**config.mk**
```make
export PLATFORM = sky130hd
export DESIGN_NAME = vga_sync_decoder
export DESIGN_NICKNAME = d
export VERILOG_FILES = /design/src/rtl/vga_sync_decoder.sv
export SDC_FILE = /design/constraint.sdc
export NUM_CORES = 1
export LEC_CHECK = 0
export BUFFER_PORTS_ARGS = -buffer_cell sky130_fd_sc_hd__buf_2
export CORE_MARGIN = 3
export CORE_UTILIZATION = 55
export DETAILED_ROUTE_END_ITERATION = 6
export PLACE_DENSITY = 0.88
export SYNTH_ARGS = -nofsm -noshare
export SYNTH_HDL_FRONTEND = slang
export SYNTH_SLANG_ARGS = --single-unit
```
**constraint.sdc**
```tcl
create_clock -name clk -period 3.8 [get_ports clk]
set_input_delay 0.76 -clock clk [delete_from_list [all_inputs] [get_ports clk]]
set_output_delay 0.76 -clock clk [all_outputs]
set_load 0.05 [all_outputs]
```
**src/rtl/vga_sync_decoder.sv**
```systemverilog
// vga_sync_decoder: recovers raster position from incoming hsync/vsync, locks onto the
// timing after LOCK_FRAMES clean frames, and reports the first white pixel of each frame.
//
// Ports:
//   clk, reset            pixel clock, asynchronous active-high reset
//   hsync_in, vsync_in    incoming sync (active level SYNC_POL)
//   rgb_in[2:0]           incoming pixel {b,g,r}
//   hpos, vpos [9:0]      recovered position of the pixel sampled two clocks earlier
//   rgb_out[2:0]          that pixel, aligned with hpos/vpos
//   display_on            locked and inside the visible window
//   locked                timing lock status
//   frame_done            one-cycle strobe on the vsync edge ending a locked frame
//   ball_valid/x/y        first white pixel of the last completed frame
//   err_count[7:0]        saturating count of timing errors seen while locked
module vga_sync_decoder #(
    parameter int unsigned H_TOTAL      = 800,
    parameter int unsigned H_VISIBLE    = 640,
    parameter int unsigned H_SYNC_START = 656,
    parameter int unsigned V_TOTAL      = 525,
    parameter int unsigned V_VISIBLE    = 480,
    parameter int unsigned V_SYNC_START = 490,
    parameter int unsigned SYNC_POL     = 1,
    parameter int unsigned LOCK_FRAMES  = 2,
    parameter int unsigned TIMEOUT      = 1023
) (
    input  logic       clk,
    input  logic       reset,
    input  logic       hsync_in,
    input  logic       vsync_in,
    input  logic [2:0] rgb_in,
    output logic [9:0] hpos,
    output logic [9:0] vpos,
    output logic [2:0] rgb_out,
    output logic       display_on,
    output logic       locked,
    output logic       frame_done,
    output logic       ball_valid,
    output logic [9:0] ball_x,
    output logic [9:0] ball_y,
    output logic [7:0] err_count
);

    localparam logic [9:0] H_LAST = 10'(H_TOTAL - 1);
    localparam logic [9:0] V_LAST = 10'(V_TOTAL - 1);
    localparam logic [9:0] H_SYNC = 10'(H_SYNC_START);
    localparam logic [9:0] V_SYNC = 10'(V_SYNC_START);
    localparam logic [9:0] H_VIS  = 10'(H_VISIBLE);
    localparam logic [9:0] V_VIS  = 10'(V_VISIBLE);
    localparam logic       POL    = 1'(SYNC_POL);

    // Counter must hold TIMEOUT+1 so it can park there without wrapping.
    localparam int unsigned TO_W = $clog2(TIMEOUT + 2);
    localparam logic [TO_W-1:0] TO_MAX = TO_W'(TIMEOUT);
    localparam int unsigned GOOD_W = $clog2(LOCK_FRAMES + 1);
    localparam logic [GOOD_W-1:0] GOOD_LOCK = GOOD_W'(LOCK_FRAMES);

    typedef enum logic [1:0] {StSearch, StVerify, StLocked} state_e;

    // ---------------- stage 1: input sample and edge history ----------------
    logic       s1_valid_q;
    logic       s1_hs_q, s1_vs_q;   // sync active (polarity removed)
    logic       hs_prev_q, vs_prev_q;
    logic [2:0] s1_rgb_q;

    always_ff @(posedge clk or posedge reset) begin
        if (reset) begin
            s1_valid_q <= 1'b0;
            s1_hs_q    <= 1'b0;
            s1_vs_q    <= 1'b0;
            hs_prev_q  <= 1'b0;
            vs_prev_q  <= 1'b0;
            s1_rgb_q   <= 3'b000;
        end else begin
            s1_valid_q <= 1'b1;
            s1_hs_q    <= (hsync_in == POL);
            s1_vs_q    <= (vsync_in == POL);
            hs_prev_q  <= s1_hs_q;
            vs_prev_q  <= s1_vs_q;
            s1_rgb_q   <= rgb_in;
        end
    end

    logic hs_edge, vs_edge;
    assign hs_edge = s1_valid_q & s1_hs_q & ~hs_prev_q;
    assign vs_edge = s1_valid_q & s1_vs_q & ~vs_prev_q;

    // ---------------- stage 2: position recovery ----------------
    logic [9:0] hpos_q, vpos_q, hpos_d, vpos_d;
    logic [9:0] fr_h, fr_v;
    logic [2:0] rgb_q, rgb_d;

    always_comb begin
        fr_h = (hpos_q == H_LAST) ? 10'd0 : hpos_q + 10'd1;
        fr_v = vpos_q;
        if (hpos_q == H_LAST) begin
            fr_v = (vpos_q == V_LAST) ? 10'd0 : vpos_q + 10'd1;
        end
    end

    always_comb begin
        hpos_d = hpos_q;
        vpos_d = vpos_q;
        rgb_d  = rgb_q;
        if (s1_valid_q) begin
            rgb_d = s1_rgb_q;
            if (vs_edge) begin
                hpos_d = 10'd0;
                vpos_d = V_SYNC;
            end else if (hs_edge) begin
                hpos_d = H_SYNC;
                vpos_d = fr_v;
            end else begin
                hpos_d = fr_h;
                vpos_d = fr_v;
            end
        end
    end

    // Timing errors, all judged against the free-running position.
    logic [TO_W-1:0] to_cnt_q;
    logic line_err, frame_err, timeout_err, err;

    assign line_err    = hs_edge & (fr_h != H_SYNC);
    assign frame_err   = vs_edge & ((fr_h != 10'd0) | (fr_v != V_SYNC));
    assign timeout_err = s1_valid_q & ~hs_edge & (to_cnt_q == TO_MAX);
    assign err         = line_err | frame_err | timeout_err;

    always_ff @(posedge clk or posedge reset) begin
        if (reset) begin
            hpos_q   <= 10'd0;
            vpos_q   <= 10'd0;
            rgb_q    <= 3'b000;
            to_cnt_q <= '0;
        end else begin
            hpos_q <= hpos_d;
            vpos_q <= vpos_d;
            rgb_q  <= rgb_d;
            if (hs_edge) begin
                to_cnt_q <= '0;
            end else if (s1_valid_q && to_cnt_q <= TO_MAX) begin
                to_cnt_q <= to_cnt_q + TO_W'(1);
            end
        end
    end

    // ---------------- lock FSM ----------------
    state_e state_q, state_d;
    logic [GOOD_W-1:0] good_q;
    logic locked_st;
    logic lock_lost;

    always_ff @(posedge clk or posedge reset) begin
        if (reset) begin
            state_q <= StSearch;
        end else begin
            state_q <= state_d;
        end
    end

    always_comb begin
        state_d = state_q;
        case (state_q)
            StSearch: begin
                if (vs_edge) state_d = StVerify;
            end
            StVerify: begin
                if (err) begin
                    state_d = StSearch;
                end else if (vs_edge && (good_q + GOOD_W'(1)) == GOOD_LOCK) begin
                    state_d = StLocked;
                end
            end
            StLocked: begin
                if (err) state_d = StSearch;
            end
            default: state_d = StSearch;
        endcase
    end

    always_comb begin
        locked_st = (state_q == StLocked);
        lock_lost = (state_q == StLocked) && (state_d != StLocked);
    end

    always_ff @(posedge clk or posedge reset) begin
        if (reset) begin
            good_q <= '0;
        end else if (state_q == StSearch && vs_edge) begin
            good_q <= '0;
        end else if (state_q == StVerify && vs_edge && !err) begin
            good_q <= good_q + GOOD_W'(1);
        end
    end

    // ---------------- error count, frame strobe, ball tracking ----------------
    logic [7:0] err_cnt_q;
    logic       frame_done_q;
    logic       cand_found_q, cand_found_d;
    logic [9:0] cand_x_q, cand_y_q, cand_x_d, cand_y_d;
    logic       ball_valid_q;
    logic [9:0] ball_x_q, ball_y_q;
    logic       capture;

    // Capture decision uses the lock state and position this pixel will be shown with.
    assign capture = s1_valid_q && (state_d == StLocked) && (hpos_d < H_VIS) &&
                     (vpos_d < V_VIS) && (s1_rgb_q == 3'b111);

    always_comb begin
        cand_found_d = cand_found_q;
        cand_x_d     = cand_x_q;
        cand_y_d     = cand_y_q;
        if (vs_edge || lock_lost) begin
            cand_found_d = 1'b0;
        end
        if (capture && !cand_found_d) begin
            cand_found_d = 1'b1;
            cand_x_d     = hpos_d;
            cand_y_d     = vpos_d;
        end
    end

    always_ff @(posedge clk or posedge reset) begin
        if (reset) begin
            err_cnt_q    <= 8'd0;
            frame_done_q <= 1'b0;
            cand_found_q <= 1'b0;
            cand_x_q     <= 10'd0;
            cand_y_q     <= 10'd0;
            ball_valid_q <= 1'b0;
            ball_x_q     <= 10'd0;
            ball_y_q     <= 10'd0;
        end else begin
            if (state_q == StLocked && err && err_cnt_q != 8'hFF) begin
                err_cnt_q <= err_cnt_q + 8'd1;
            end
            frame_done_q <= vs_edge && (state_q == StLocked);
            cand_found_q <= cand_found_d;
            cand_x_q     <= cand_x_d;
            cand_y_q     <= cand_y_d;
            // Losing lock wins over the end-of-frame load; coordinates are kept.
            if (lock_lost) begin
                ball_valid_q <= 1'b0;
            end else if (vs_edge && state_q == StLocked) begin
                ball_valid_q <= cand_found_q;
                ball_x_q     <= cand_x_q;
                ball_y_q     <= cand_y_q;
            end
        end
    end

    assign hpos       = hpos_q;
    assign vpos       = vpos_q;
    assign rgb_out    = rgb_q;
    assign locked     = locked_st;
    assign display_on = locked_st && (hpos_q < H_VIS) && (vpos_q < V_VIS);
    assign frame_done = frame_done_q;
    assign ball_valid = ball_valid_q;
    assign ball_x     = ball_x_q;
    assign ball_y     = ball_y_q;
    assign err_count  = err_cnt_q;

endmodule

```
==> out/results.ini, run 1 <==
[power]
clockPowerShare=0.307
comb_power_share=0.143
p_int_mw=1.431
switching_share=0.3046
p_switching_mw=0.6266
ir_worst_vdd_mv=0.1787
seqPwrFrac=0.550
p_leak_nw=2.659
p_per_area_nw_per_um2=372.1

[cts]
clk_pin_slew_ns=0.10
cts.sinks=97
htreeDepth=3
post_cts_buffers=0
cts_buffers=9
cts_tree=built
cts-root-buf=clkbuf_8
clock_path_buffers=2
clk_latency_ns=0.37

[synth]
synth_cell_type_count=70
async_flop_share=1.000
synthFlopType=dfrtp_1
syn_avg_cell_area_um2=10.85
synth_area_leaders=dfrtp_1 (50%), mux2_4 (5.9%), mux2_1 (4.6%)
yosys_warnings=0
yosysTopAreaCell=dfrtp_1
synth_seq_cells=97
synthCells=448
synth_top_area_frac=0.4994
syn-cell-area_um2=4861
synth_nets=461
synth-edff-count=0
ys_seq_area_frac=0.4994

[finish]
fin_cells=626
finalNetCount=529
antenna_cells=0
syn2layout_area_growth_pct=13.75
drive_above_1_share=0.2553
fillers=659

[route]
dr_total_vias=3812
first_iter_violations=253
drc=0
routed_wl_mm=11.18
vias_per_cell=6.089
ant_nets=0
post_drt_wl_per_cell_um=17.86
first_pass_iters=5

[global_routing]
grt_pass1_vias=3814
grt_max_degree=98
grt_pass1_wl_mm=18.60
grt_usage=0.2324
overflow=0
antenna_found_initial=0

[critical_path]
crit_type=reg2reg
cp.arrival_ns=3.85
cpPeakStageDelay_ns=0.48
cp_top_family=simple AND/OR/NAND/NOR gates
critical_path.max_fanout=13
path_cells=ha_2 -> and4_1 -> nand3_2 -> a211oi_2 -> o211ai_1 -> or4_1 -> or3_1 -> a211oi_4 -> buf_4 -> mux2_4
crit_slowest_cell=dfrtp_1
critPathLaunchType=register
rrSetupSlack_ns=0.20
critPathRequiredTime_ns=4.05
critical_path_buf_inv_count=1
crit_path_end_kind=register
cp.depth=10
ff2ff_path_depth=10

[job]
max_cap_violations=0

[min_path]
holdPathStages=0
hold_class=reg2reg

[timing]
min_period_over_period=0.9484
fmax_ghz=0.2775
finalHoldViolations=0
setup-tns-final_ns=0
maxSlewHeadroom=0.4295
fin_crit_ns=3.604
rsz0062_at_grt=no
worstMarginPinSlew_ns=0.8493
finClkSkew_ns=0.01824
setup-violations-final=0
drv_slew=0

[run_status]
status=finished, final reports clean

[die]
start_util=0.5799
ios=62
die_x_um=100.0
fp-row-count=33
die_area_um2=10000
die_h_um=100.0
coreArea_um2=8382

[placement]
portBuffers=61
place_congestion=0.9910
dp_hpwl_mm=8.205
dpl.cell_count=610

## what timing repair did
action	CTS	global route
endpoints found under the setup margin	0	12
resized for setup	0	1
hold buffers	0	0
## path summary, 6_finish.rpt
check / from / end
min: s1_vs_q$_DFF_PP0_ / vs_prev_q$_DFF_PP0_
min in group asynchronous: reset / to_cnt_q[5]$_DFFE_PP0P_
min reg2reg: s1_vs_q$_DFF_PP0_ / vs_prev_q$_DFF_PP0_
max in group asynchronous: reset / vpos[3]$_DFF_PP0_
max: hpos[0]$_DFF_PP0_ / cand_y_q[7]$_DFFE_PP0P_
max reg2reg: hpos[0]$_DFF_PP0_ / cand_y_q[7]$_DFFE_PP0P_
## Yosys cell counts (7+ instances only)
library cell / count
o21ai_0: 24
a21oi_1: 15
buf_2: 9
dfrtp_1: 97
inv_1: 12
clkbuf_1: 8
xnor2_1: 9
nor3_1: 10
nor2_1: 30
nand3_1: 19
xor2_1: 7
mux2_1: 20
mux2_4: 19
nand2_1: 39
nand4_1: 9
and3_1: 9
## sequential cells by signal (all words and copies together), names as in the netlist, 3 cells and up
| signal | flops |
|---|---|
| hpos | 10 |
| err_count | 8 |
| rgb_out | 3 |
| to_cnt_q | 11 |
| cand_x_q | 10 |
| s1_rgb_q | 3 |
| ball_y | 10 |
| vpos | 10 |
| ball_x | 10 |
| cand_y_q | 10 |
## power by group through the flow
stage | Combinational, mW | Clock (mW) | Sequential, mW
5_1_grt | 0.322 | 0.688 | 1.14
3_5_place_dp | 0.292 | 0 | 1.15
2_1_floorplan | 0.163 | 0 | 1.19
3_3_place_gp | 0.287 | 0 | 1.15
6_report | 0.294 | 0.631 | 1.13
4_1_cts | 0.293 | 0.649 | 1.13
## metrics by stage
| stage | area (µm²) | power [mW] | hold WS (ns) | setup WS [ns] | util |
|---|---|---|---|---|---|
| 3_5_place_dp | 5339 | 1.443 | 0.3945 | 0.1938 | 0.6370 |
| 3_3_place_gp | 5339 | 1.435 | 0.3862 | 0.3052 | 0.6370 |
| 5_1_grt | 5529 | 2.149 | 0.4238 | 0.006232 | 0.6597 |
| 2_1_floorplan | 4861 | 1.356 | 0.3668 | 0.2437 | - |
| 4_1_cts | 5527 | 2.073 | 0.4126 | 0.1657 | 0.6594 |
| 6_report | 5529 | 2.057 | 0.4048 | 0.1962 | 0.6597 |
## cells by family (layout without fill, tap and decap cells)
kind of cell / count (synthesis) / count (layout) / share of synthesized area
mux: 47 / 47 / 0.1225
buf+inv: 33 / 106 / 0.03166
xor+xnor: 16 / 16 / 0.02883
other cells: 1 / 1 / 0.0007715
simple gates: 162 / 162 / 0.1786
flops: 97 / 97 / 0.4994
compound gates: 86 / 86 / 0.1228
fa+ha+maj: 6 / 6 / 0.01544
## layout make-up
type | count | area (µm²) | area share
flip-flops and latches | 97 | 2427 | 0.4390
multi-input cells | 318 | 2290 | 0.4141
repair buffers | 78 | 445.4 | 0.08056
clock buffers | 10 | 137.6 | 0.02489
well taps | 105 | 131.4 | 0.02376
clock inverters | 6 | 50.05 | 0.009052
inverters | 12 | 47.55 | 0.008599
## routing by layer
metal  share of wire  global-route usage
met3           0.060             0.03058
met2            0.48              0.3746
met5               0                   0
met4           0.024             0.09845
met1            0.44              0.3177
## layout by cell type, fill, tap and decap left out, types with 3 or more instances in the layout
cell      count
buf_4        16
mux2_1       20
a21oi_1      15
nor4_1        3
a211oi_1      3
or4_1         3
nand2_1      39
and4_1        3
or3_1         6
mux2_4       19
mux2i_1       4
buf_2        61
and2_1        3
inv_1        11
xor2_1        7
o31ai_1       6
clkbuf_8     10
nor3_1       10
xnor2_1       9
nand2b_1      4
nor2_1       30
and3_1        9
nand4_1       9
nand3_1      19
ha_1          5
a31oi_1       5
dfrtp_1      97
nor2b_1       5
o21ai_0      24
mux2_2        4
o41ai_1       3
No activity file was read; power rests on OpenSTA's default activity.
==> run 2, diff against run 1 <==
--- a/config.mk
+++ b/config.mk
@@ -6,10 +6,12 @@
 export NUM_CORES = 1
 export LEC_CHECK = 0
 export BUFFER_PORTS_ARGS = -buffer_cell sky130_fd_sc_hd__buf_2
+export CELL_PAD_IN_SITES_DETAIL_PLACEMENT = 1
+export CELL_PAD_IN_SITES_GLOBAL_PLACEMENT = 1
 export CORE_MARGIN = 3
-export CORE_UTILIZATION = 55
+export CORE_UTILIZATION = 49
 export DETAILED_ROUTE_END_ITERATION = 6
-export PLACE_DENSITY = 0.88
+export PLACE_DENSITY = 0.95
 export SYNTH_ARGS = -nofsm -noshare
 export SYNTH_HDL_FRONTEND = slang
 export SYNTH_SLANG_ARGS = --single-unit
==> constraint.sdc (replaced) <==
create_clock -name clk -period 4.3 [get_ports clk]
set_input_delay 0.86 -clock clk [delete_from_list [all_inputs] [get_ports clk]]
set_output_delay 0.86 -clock clk [all_outputs]
set_load 0.05 [all_outputs]
==> out/results.ini, run 2 (same netlist as run 1, synthesis figures left out) <==
[global_routing]
overflow=0
grt_pass1_vias=4280
grt_usage=0.2530
antenna_found_initial=0
grt_max_degree=75
grt_pass1_wl_mm=22.41

[route]
dr_total_vias=3844
vias_per_cell=5.997
routed_wl_mm=13.48
first_iter_violations=186
first_pass_iters=4
drc=0
post_drt_wl_per_cell_um=21.03
ant_nets=0

[timing]
setup-tns-final_ns=0
finClkSkew_ns=0.01039
finalHoldViolations=0
timing.hold.ws_ns=0.4084
worstMarginPinSlew_ns=0.9115
rsz0062_at_grt=no
maxSlewHeadroom=0.3923
fmax_ghz=0.2580
fin_crit_ns=3.875
setup-violations-final=0
min_period_over_period=0.9013
drv_slew=0
worst_slack_ns=0.4246

[finish]
drive_above_1_share=0.2383
mostFrequentLayoutCell=dfrtp_1
finalNetCount=521
antenna_cells=0
fin_area_um2=5465
largest_reg_flops=11
final_core_util=0.5778
layout_common_cells=dfrtp_1 (97), buf_2 (61), nand2_1 (39)
fin_cells=641
top_register=to_cnt_q
syn2layout_area_growth_pct=12.43

[run_status]
status=finished, final reports clean

[power]
clockPowerShare=0.301
p_leak_nw=2.609
p_switching_mw=0.5669
comb_power_share=0.140
switching_share=0.3141
p_per_area_nw_per_um2=330.3
p_int_mw=1.238
power_mw=1.805
seqPwrFrac=0.559
ir_worst_vdd_mv=0.2108

[min_path]
hold_class=reg2reg
holdPathStages=0

[critical_path]
critPathRequiredTime_ns=4.55
critPathLaunchType=register
critical_path.max_fanout=17
crit_path_end_kind=register
crit_type=reg2reg
ff2ff_path_depth=10
cp.arrival_ns=4.13
rrSetupSlack_ns=0.42

[cts]
cts.sinks=97
post_cts_buffers=0
cts_resized=0
clk_pin_slew_ns=0.09
clk_latency_ns=0.37
cts_buffers=9
cts_tree=built
clock_path_buffers=2
ctsHoldBuffers=0
cts-root-buf=clkbuf_8
htreeDepth=3

[job]
max_cap_violations=0

[die]
die_area_um2=11150
start_util=0.5139
coreArea_um2=9459
die_x_um=105.6
fp-row-count=35
ios=62
die_h_um=105.6

[placement]
dpl.cell_count=626
place_congestion=0.9405
dp_hpwl_mm=9.673
post-place-ws_ns=0.5616
place_area_um2=5296
portBuffers=61

[run 2: routing by layer]
layer,share of wire,global-route usage,vias up
met5,0,0,-
met4,0.019,0.08696,0
met3,0.047,0.03858,28
met2,0.51,0.4422,110
met1,0.43,0.3200,1967
li1,-,-,1739
[run 2: layout make-up]
class,count,area [µm²]
repair buffers,70,372.9
flip-flops and latches,97,2427
clock inverters,5,41.29
clock buffers,10,127.6
inverters,12,47.55
fillers,1076,3994
multi-input cells,318,2287
well taps,129,161.4
[run 2: power groups by stage]
| stage | Sequential (mW) | Combinational (mW) | Clock [mW] |
|---|---|---|---|
| 2_1_floorplan | 1.05 | 0.144 | 0 |
| 3_3_place_gp | 1.02 | 0.238 | 0 |
| 3_5_place_dp | 1.02 | 0.251 | 0 |
| 4_1_cts | 1.01 | 0.255 | 0.552 |
| 5_1_grt | 1.02 | 0.282 | 0.588 |
| 6_report | 1.01 | 0.253 | 0.543 |
[run 2: final timing paths]
check | startpoint | to
hold / removal | s1_vs_q$_DFF_PP0_ | vs_prev_q$_DFF_PP0_
setup reg to reg | hpos[1]$_DFF_PP0_ | cand_x_q[5]$_DFFE_PP0P_
hold reg to reg | s1_vs_q$_DFF_PP0_ | vs_prev_q$_DFF_PP0_
min in group asynchronous | reset | ball_x[6]$_DFFE_PP0P_
max in group asynchronous | reset | to_cnt_q[3]$_DFFE_PP0P_
setup / recovery | hpos[1]$_DFF_PP0_ | cand_x_q[5]$_DFFE_PP0P_
[run 2: critical path: stages (launching register included)]
cell,delay [ns]
dfrtp_1,0.47
ha_1,0.36
and4_1,0.37
nand3_2,0.35
a211oi_2,0.32
o211ai_1,0.15
or4_1,0.42
or3_1,0.38
a211oi_4,0.31
buf_4,0.30
mux2_4,0.33
==> run 3, diff against run 2 <==
==> config.mk (replaced) <==
export PLATFORM = sky130hd
export DESIGN_NAME = vga_sync_decoder
export DESIGN_NICKNAME = d
export VERILOG_FILES = /design/src/rtl/vga_sync_decoder.sv
export SDC_FILE = /design/constraint.sdc
export NUM_CORES = 1
export LEC_CHECK = 0
export BUFFER_PORTS_ARGS = -buffer_cell sky130_fd_sc_hd__buf_2
export CORE_MARGIN = 3
export CORE_UTILIZATION = 40
export DETAILED_ROUTE_END_ITERATION = 6
export PLACE_DENSITY = 0.71
export SYNTH_ARGS = -nofsm -noshare
export SYNTH_HDL_FRONTEND = slang
export SYNTH_SLANG_ARGS = --single-unit
==> out/results.ini, run 3 (same netlist as run 1, synthesis figures left out) <==
[die]
die_area_um2=13510
ios=62
coreArea_um2=11660
die_h_um=116.2
fp-row-count=39
start_util=0.4168
die_x_um=116.2

[cts]
post_cts_buffers=0
clk_latency_ns=0.35
htreeDepth=3
ctsHoldBuffers=0
clock_path_buffers=2
cts-root-buf=clkbuf_16
cts_tree=built
clk_pin_slew_ns=0.06
cts_buffers=9
cts.sinks=97
cts_resized=0

[finish]
mostFrequentLayoutCell=dfrtp_1
layout_common_cells=dfrtp_1 (97), buf_2 (61), nand2_1 (39)
top_register=to_cnt_q
largest_reg_flops=11
antenna_cells=0
syn2layout_area_growth_pct=15.11
drive_above_1_share=0.2393
finalNetCount=522
fin_cells=657

[job]
max_cap_violations=0

[timing]
finalHoldViolations=0
setup-tns-final_ns=0
finClkSkew_ns=0.01023
min_period_over_period=0.9085
maxSlewHeadroom=0.4000
rsz0062_at_grt=no
fin_crit_ns=3.907
drv_slew=0
setup-violations-final=0
timing.hold.ws_ns=0.4156
worstMarginPinSlew_ns=0.9001
fmax_ghz=0.2560

[route]
routed_wl_mm=11.61
first_iter_violations=260
drc=0
first_pass_iters=5
post_drt_wl_per_cell_um=17.68
ant_nets=0
dr_total_vias=3745
vias_per_cell=5.700

[placement]
dp_hpwl_mm=8.322
place_congestion=0.9766
portBuffers=61
dpl.cell_count=641

[global_routing]
grt_usage=0.1821
antenna_found_initial=0
overflow=0
grt_pass1_vias=3707
grt_max_degree=77
grt_pass1_wl_mm=19.30

[critical_path]
crit_type=reg2reg
critPathLaunchType=register
crit_path_end_kind=register
cp.arrival_ns=4.13
critical_path.max_fanout=17
critPathRequiredTime_ns=4.52

[power]
p_per_area_nw_per_um2=357.0
power_mw=1.998
ir_worst_vdd_mv=0.2059
p_leak_nw=2.667

[min_path]
hold_class=reg2reg

[run_status]
status=finished, final reports clean

## run 3: cell count changes in the layout (fill, tap and decap cells not counted)
| cell | change |
|---|---|
| clkbuf_1 | +1 |
| clkbuf_8 | -9 |
| inv_6 | -1 |
| buf_4 | +1 |
| clkbuf_16 | +9 |
| clkinv_2 | +1 |
| clkinvlp_4 | -1 |
| inv_8 | +1 |
## run 3: worst paths after layout
path,from,endpoint,slack [ns],cells after the start
hold reg to reg,s1_hs_q$_DFF_PP0_,hs_prev_q$_DFF_PP0_,0.42,0
max in group asynchronous,reset,ball_x[9]$_DFFE_PP0P_,2.75,3
setup reg to reg,hpos[0]$_DFF_PP0_,ball_y[5]$_DFFE_PP0P_,0.39,9
setup / recovery,hpos[0]$_DFF_PP0_,ball_y[5]$_DFFE_PP0P_,0.39,9
min in group asynchronous,reset,ball_x[1]$_DFFE_PP0P_,0.73,2
hold / removal,s1_hs_q$_DFF_PP0_,hs_prev_q$_DFF_PP0_,0.42,0
## run 3: final cells by class
type	count	area (µm²)
clock buffer	11	232.7
inverter	12	47.55
fill	1063	6067
tap	143	178.9
clock inverter	5	41.29
sequential	97	2427
timing repair buffer	71	380.4
multi-input combinational	318	2287
## run 3: stage by stage
step	utilization	instance area, µm²	worst slack, ns
2_1_floorplan	-	4861	0.7437
3_3_place_gp	0.4563	5321	0.5834
3_5_place_dp	0.4563	5321	0.4461
4_1_cts	0.4798	5595	0.4222
5_1_grt	0.4798	5595	0.03653
6_report	0.4798	5595	0.3934
## run 3: worst max-delay path, cell delays in order (launching register included)
cell	delay (ns)
dfrtp_1	0.47
ha_1	0.35
and4_1	0.35
nand3_2	0.34
o31ai_1	0.43
nand4b_1	0.19
nor4_2	0.59
nand3_1	0.39
buf_4	0.33
mux2_1	0.33
## run 3: routing by layer
layer | track usage | share of wire
met3 | 0.04249 | 0.069
met2 | 0.2895 | 0.47
met5 | 0 | 0
met4 | 0.06497 | 0.022
met1 | 0.2445 | 0.44
## run 3: power breakdown
part | internal, mW | switching (mW)
Combinational | 0.0765 | 0.165
Clock | 0.398 | 0.350
Sequential | 0.951 | 0.0577
